==> config.mk <==
export PLATFORM = sky130hd
export DESIGN_NAME = wb_regfile
export DESIGN_NICKNAME = d
export VERILOG_FILES = /design/src/rtl/wb_regfile_pkg.sv /design/src/rtl/wb_regfile_wb_mux.sv /design/src/rtl/wb_regfile.sv
export SDC_FILE = /design/constraint.sdc
export NUM_CORES = 2
export LEC_CHECK = 0
export BUFFER_PORTS_ARGS = -buffer_cell sky130_fd_sc_hd__buf_2
export CORE_UTILIZATION = 30
export DETAILED_ROUTE_END_ITERATION = 10
export SYNTH_ARGS = -nofsm -noshare
export SYNTH_HDL_FRONTEND = slang
export SYNTH_HIERARCHICAL = 1
export SYNTH_SLANG_ARGS = --single-unit
==> constraint.sdc <==
create_clock -name clk -period 3.8 [get_ports clk]
set_input_delay 0.76 -clock clk [delete_from_list [all_inputs] [get_ports clk]]
set_output_delay 0.76 -clock clk [all_outputs]
set_load 0.03 [all_outputs]
==> src/rtl/wb_regfile_pkg.sv <==
// Shared constants and helpers for the write-back register file.
package wb_regfile_pkg;

  localparam int unsigned DataW   = 32;
  localparam int unsigned AddrW   = 5;
  localparam int unsigned NumRegs = 32;
  localparam logic [AddrW-1:0] ZeroReg = 5'd0;

  // A write commits only when enabled and not aimed at the hard-wired zero register.
  function automatic logic wr_qualified(input logic en, input logic [AddrW-1:0] dest);
    return en && (dest != ZeroReg);
  endfunction

endpackage

==> src/rtl/wb_regfile_wb_mux.sv <==
// 2:1 write-back source select: memory load data or ALU result.
module wb_mux
  import wb_regfile_pkg::*;
(
  input  logic             i_sel,
  input  logic [DataW-1:0] i_alu,
  input  logic [DataW-1:0] i_mem,
  output logic [DataW-1:0] o_y
);

  // Pure combinational select, no state.
  always_comb begin
    o_y = i_sel ? i_mem : i_alu;
  end

endmodule

==> src/rtl/wb_regfile.sv <==
// 31x32 register file with write-through bypass and committed-write counter.
module wb_regfile
  import wb_regfile_pkg::*;
(
  input  logic             clk,
  input  logic             clrn,
  input  logic             wwreg,
  input  logic             wm2reg,
  input  logic [AddrW-1:0] wdestReg,
  input  logic [DataW-1:0] wr,
  input  logic [DataW-1:0] wdo,
  input  logic [AddrW-1:0] rna,
  input  logic [AddrW-1:0] rnb,
  output logic [DataW-1:0] qa,
  output logic [DataW-1:0] qb,
  output logic [DataW-1:0] wbdata,
  output logic [DataW-1:0] wb_count
);

  logic [DataW-1:0] w_wbdata;
  logic             w_wr_en;
  logic [DataW-1:0] r_regs [1:NumRegs-1];
  logic [DataW-1:0] r_wb_count;

  wb_mux u_wb_mux (
    .i_sel (wm2reg),
    .i_alu (wr),
    .i_mem (wdo),
    .o_y   (w_wbdata)
  );

  assign w_wr_en  = wr_qualified(wwreg, wdestReg);
  assign wbdata   = w_wbdata;
  assign wb_count = r_wb_count;

  // Register 0 is not stored; each remaining register owns its own write decode.
  for (genvar g = 1; g < NumRegs; g++) begin : g_reg
    // Store write-back data when this register is the qualified destination.
    always_ff @(posedge clk or negedge clrn) begin
      if (!clrn) begin
        r_regs[g] <= '0;
      end else if (w_wr_en && (wdestReg == AddrW'(g))) begin
        r_regs[g] <= w_wbdata;
      end
    end
  end

  // Count committed writes; wraps silently.
  always_ff @(posedge clk or negedge clrn) begin
    if (!clrn) begin
      r_wb_count <= '0;
    end else if (w_wr_en) begin
      r_wb_count <= r_wb_count + 32'd1;
    end
  end

  // Port A: zero in reset or for r0, bypass on a same-cycle write, else stored value.
  always_comb begin
    qa = '0;
    if (clrn && (rna != ZeroReg)) begin
      if (w_wr_en && (wdestReg == rna)) begin
        qa = w_wbdata;
      end else begin
        qa = r_regs[rna];
      end
    end
  end

  // Port B: identical rule to port A so both ports always agree.
  always_comb begin
    qb = '0;
    if (clrn && (rnb != ZeroReg)) begin
      if (w_wr_en && (wdestReg == rnb)) begin
        qb = w_wbdata;
      end else begin
        qb = r_regs[rnb];
      end
    end
  end

endmodule

==> reports/metrics.cfg <==
[status]
outcome = completed

[critical_path]
crit_type = input port to output pin
cp_top_family = buffers and inverters
endpoint_kind = output pin
crit_arrival_ns = 3.02
r2r_end = wb_count[26]
r2r_start = wb_count[0]
start_kind = input port
reg2reg_slack_ns = 1.56
cp_common_cell = buf_12
path_buf_inv = 5
crit_required_ns = 3.04
slowest_delay_ns = 0.56
path_cells = buf_8, buf_12, buf_12, mux2_2, a22oi_1, nor2_1, o311ai_0, buf_4, o221ai_2, buf_2
cp_slowest_cell = o311ai_0
worstRegToRegCells = 5
crit_fanout = 30

[sta]
post-route-period-util_pct = 99.5
setup_viol = 0
whs_ns = 0.125
max_freq_mhz = 264
fin_skew_ns = 0.00994
hold_viol_final = 0
rsz0062_at_grt = yes
period_minus_slack_ns = 3.78
slew_viol_final = 0
tns_ns = 0
worst_slew_pin_slew_ns = 1.10
max_slew_margin_pct = 26.7
setup_slack_ns = 0.0174

[global_routing]
grt_antenna_before_repair = 7
grt_pass1_wl_um = 276000
track_usage_pct = 19.8
grt_overflow = 0
grt_max_degree = 181
grt_pass1_vias = 40300

[routing]
post_drt_wl_per_cell_um = 25.7
vias = 39800
ant_nets = 0
wirelength_um = 186000
drc = 0
first_pass_iters = 6
drt-vias-per-instance = 5.51
drtIter0Drc = 3646

[power_and_ir_drop]
p_per_area_nw_per_um2 = 513
cell_internal_pwr_uw = 23500
netSwitchingPower_uw = 9880
peakVddDrop_v = 0.000357
switching_share_pct = 29.6
pwr-share-comb_pct = 22.6
seqPwrFrac_pct = 44.1
power.leakage_uw = 0.0284
power_frac_clock_pct = 33.3

[synth]
ys_ff_latch = 1024
synthCells = 4447
syn_avg_cell_area_um2 = 12.5
yosysTopAreaCell = dfrtp_1
ys.flop_type = dfrtp_1
yosysUniqueCellTypes = 53
netlist.area_leader.share_pct = 46.2
seq_area_frac_synth_pct = 46.2
synth_warnings = 6
synth_enable_flop_cells = 0
synth_nets = 4531
ys_async_sr_fraction_pct = 100
synth_area_um2 = 55500
synth.area.top_cells = dfrtp_1 (46%), mux4_2 (16%), mux2_2 (12%), mux2i_1 (4.6%), o21ai_0 (4.1%)

[die]
die_y_um = 432
fp.coreArea_um2 = 183000
fp.dieW_um = 432
initial_core_util_pct = 30.3
die_area_um2 = 187000
rows = 157
io_pins = 211

[placement]
buffer_ports.inserted = 210
gp_congestion = 0.860
pre_cts_ws_ns = -0.323
post-dp-hpwl_um = 120000
place_inst = 7020

[final_layout]
fin_nets = 4753
area_growth_pct = 17.6
stdcell_count = 7227
drive_gt1_share_pct = 38.1
fill_cells = 17800

[cts]
cts_max_path_buffers = 3
cts_made_buffers = 107
htree_levels = 3
ctsRootBufferMaster = clkbuf_16
cts_tree = done
clock_latency_ns = 0.74
clk_pin_slew_ns = 0.07
cts_sinks = 1024

[worst_hold_path]
hold_path.class = input port to async pin

[run]
cap_violations = 0

## area by class of cell
class | count | area, um2 | area share (%)
sequential | 1024 | 25600 | 39.3
inverter | 37 | 139 | 0.213
timing repair buffer | 548 | 4740 | 7.26
clock inverter | 36 | 459 | 0.704
antenna | 4 | 10.0 | 0.0153
clock buffer | 163 | 3280 | 5.03
multi-input combinational | 2951 | 27900 | 42.8
tap | 2464 | 3080 | 4.73
## routing by layer
layer	wire length, um	vias up	GRT usage [%]
li1	-	17000	-
met1	79300	21000	26.6
met2	86800	1496	31.6
met3	11400	350	3.10
met4	8300	0	8.28
met5	0	-	0
## worst max path at each step
stage	depth (start not counted)	slack [ns]	startpoint	endpoint
after floorplan	7	0.53	rna[1]	qa[31]
after global placement	8	-0.30	rna[4]	qa[0]
after detailed placement	8	-0.32	rna[4]	qa[0]
after CTS	9	0.005	rna[0]	qa[25]
after global routing	10	-0.01	rna[0]	qa[5]
final	10	0.02	rna[1]	qa[5]
## cells in the mapped netlist, types with 36 or more instances
cell and n:
nand2_1 574, mux2_2 569, mux2_1 74, o21ai_0 454, o21ai_1 36, o221ai_2 60
mux4_2 384, dfrtp_1 1024, inv_1 37, a21oi_1 57, o22ai_1 64, mux2i_1 256
buf_2 133, nor2_1 139, clkbuf_1 245, o311ai_0 53, a22oi_1 63
## layout by cell type (no fill, tap or decap), types with 7 or more instances in the layout
| cell | synthesis | final |
|---|---|---|
| clkinv_2 | 0 | 14 |
| buf_4 | 17 | 256 |
| mux2_1 | 74 | 74 |
| o221ai_2 | 60 | 58 |
| xor2_1 | 11 | 11 |
| buf_6 | 22 | 9 |
| xnor2_1 | 30 | 30 |
| inv_1 | 37 | 37 |
| o21ai_0 | 454 | 454 |
| mux4_2 | 384 | 384 |
| clkbuf_16 | 0 | 107 |
| o22ai_1 | 64 | 64 |
| nor2_1 | 139 | 132 |
| bufinv_16 | 0 | 7 |
| o311ai_1 | 11 | 18 |
| a21oi_1 | 57 | 57 |
| mux2i_1 | 256 | 254 |
| buf_2 | 133 | 194 |
| o21ai_1 | 36 | 36 |
| nand2_2 | 0 | 9 |
| a22oi_1 | 63 | 63 |
| dfrtp_1 | 1024 | 1024 |
| clkbuf_8 | 0 | 40 |
| clkbuf_1 | 245 | 17 |
| buf_12 | 3 | 80 |
| nand4_1 | 15 | 15 |
| nor2_4 | 0 | 10 |
| mux2_2 | 569 | 569 |
| nand2_1 | 574 | 565 |
| mux2_4 | 30 | 30 |
| o311ai_0 | 53 | 46 |
| nand3_1 | 15 | 14 |
## stage by stage
step	utilization (%)	total power (uW)	instance area (um2)
2_1_floorplan	-	19800	55500
3_3_place_gp	33.4	22100	61300
3_5_place_dp	33.4	22400	61300
4_1_cts	35.5	33600	65100
5_1_grt	35.6	35000	65200
6_report	35.6	33400	65200
## what timing repair did
action                     CTS  global route
setup endpoints to repair   19            17
hold endpoints to repair     9             0
hold buffers                 1             0
pin swaps                    1             0
gates resized for setup     20            19
cloned                       0             0
setup buffers                0             3
## registers in the layout, indices dropped and copies added, names as in the netlist
signal	count
wb_count	32
r_regs	992
## logic make-up (layout without fill, tap and decap cells)
kind of cell | after synthesis | after routing | share of synthesized area (%)
buffers and inverters | 472 | 784 | 4.00
AO/OA/AOI/OAI | 811 | 811 | 9.37
XOR/XNOR | 41 | 41 | 0.647
adder cells (fa/ha/maj) | 1 | 1 | 0.0226
multiplexers | 1313 | 1313 | 34.1
AND/OR/NAND/NOR | 785 | 785 | 5.68
other | 0 | 4 | 0
flip-flops | 1024 | 1024 | 46.2
## power by group through the flow
stage                     Combinational [uW]  Sequential (uW)  Clock, uW
after floorplan                         5410            14400          0
after global placement                  7360            14700          0
after detailed placement                7530            14900          0
after CTS                               7580            14700      11300
after global routing                    8180            15000      11800
final                                   7550            14700      11100
(Power assumes the default switching activity.)
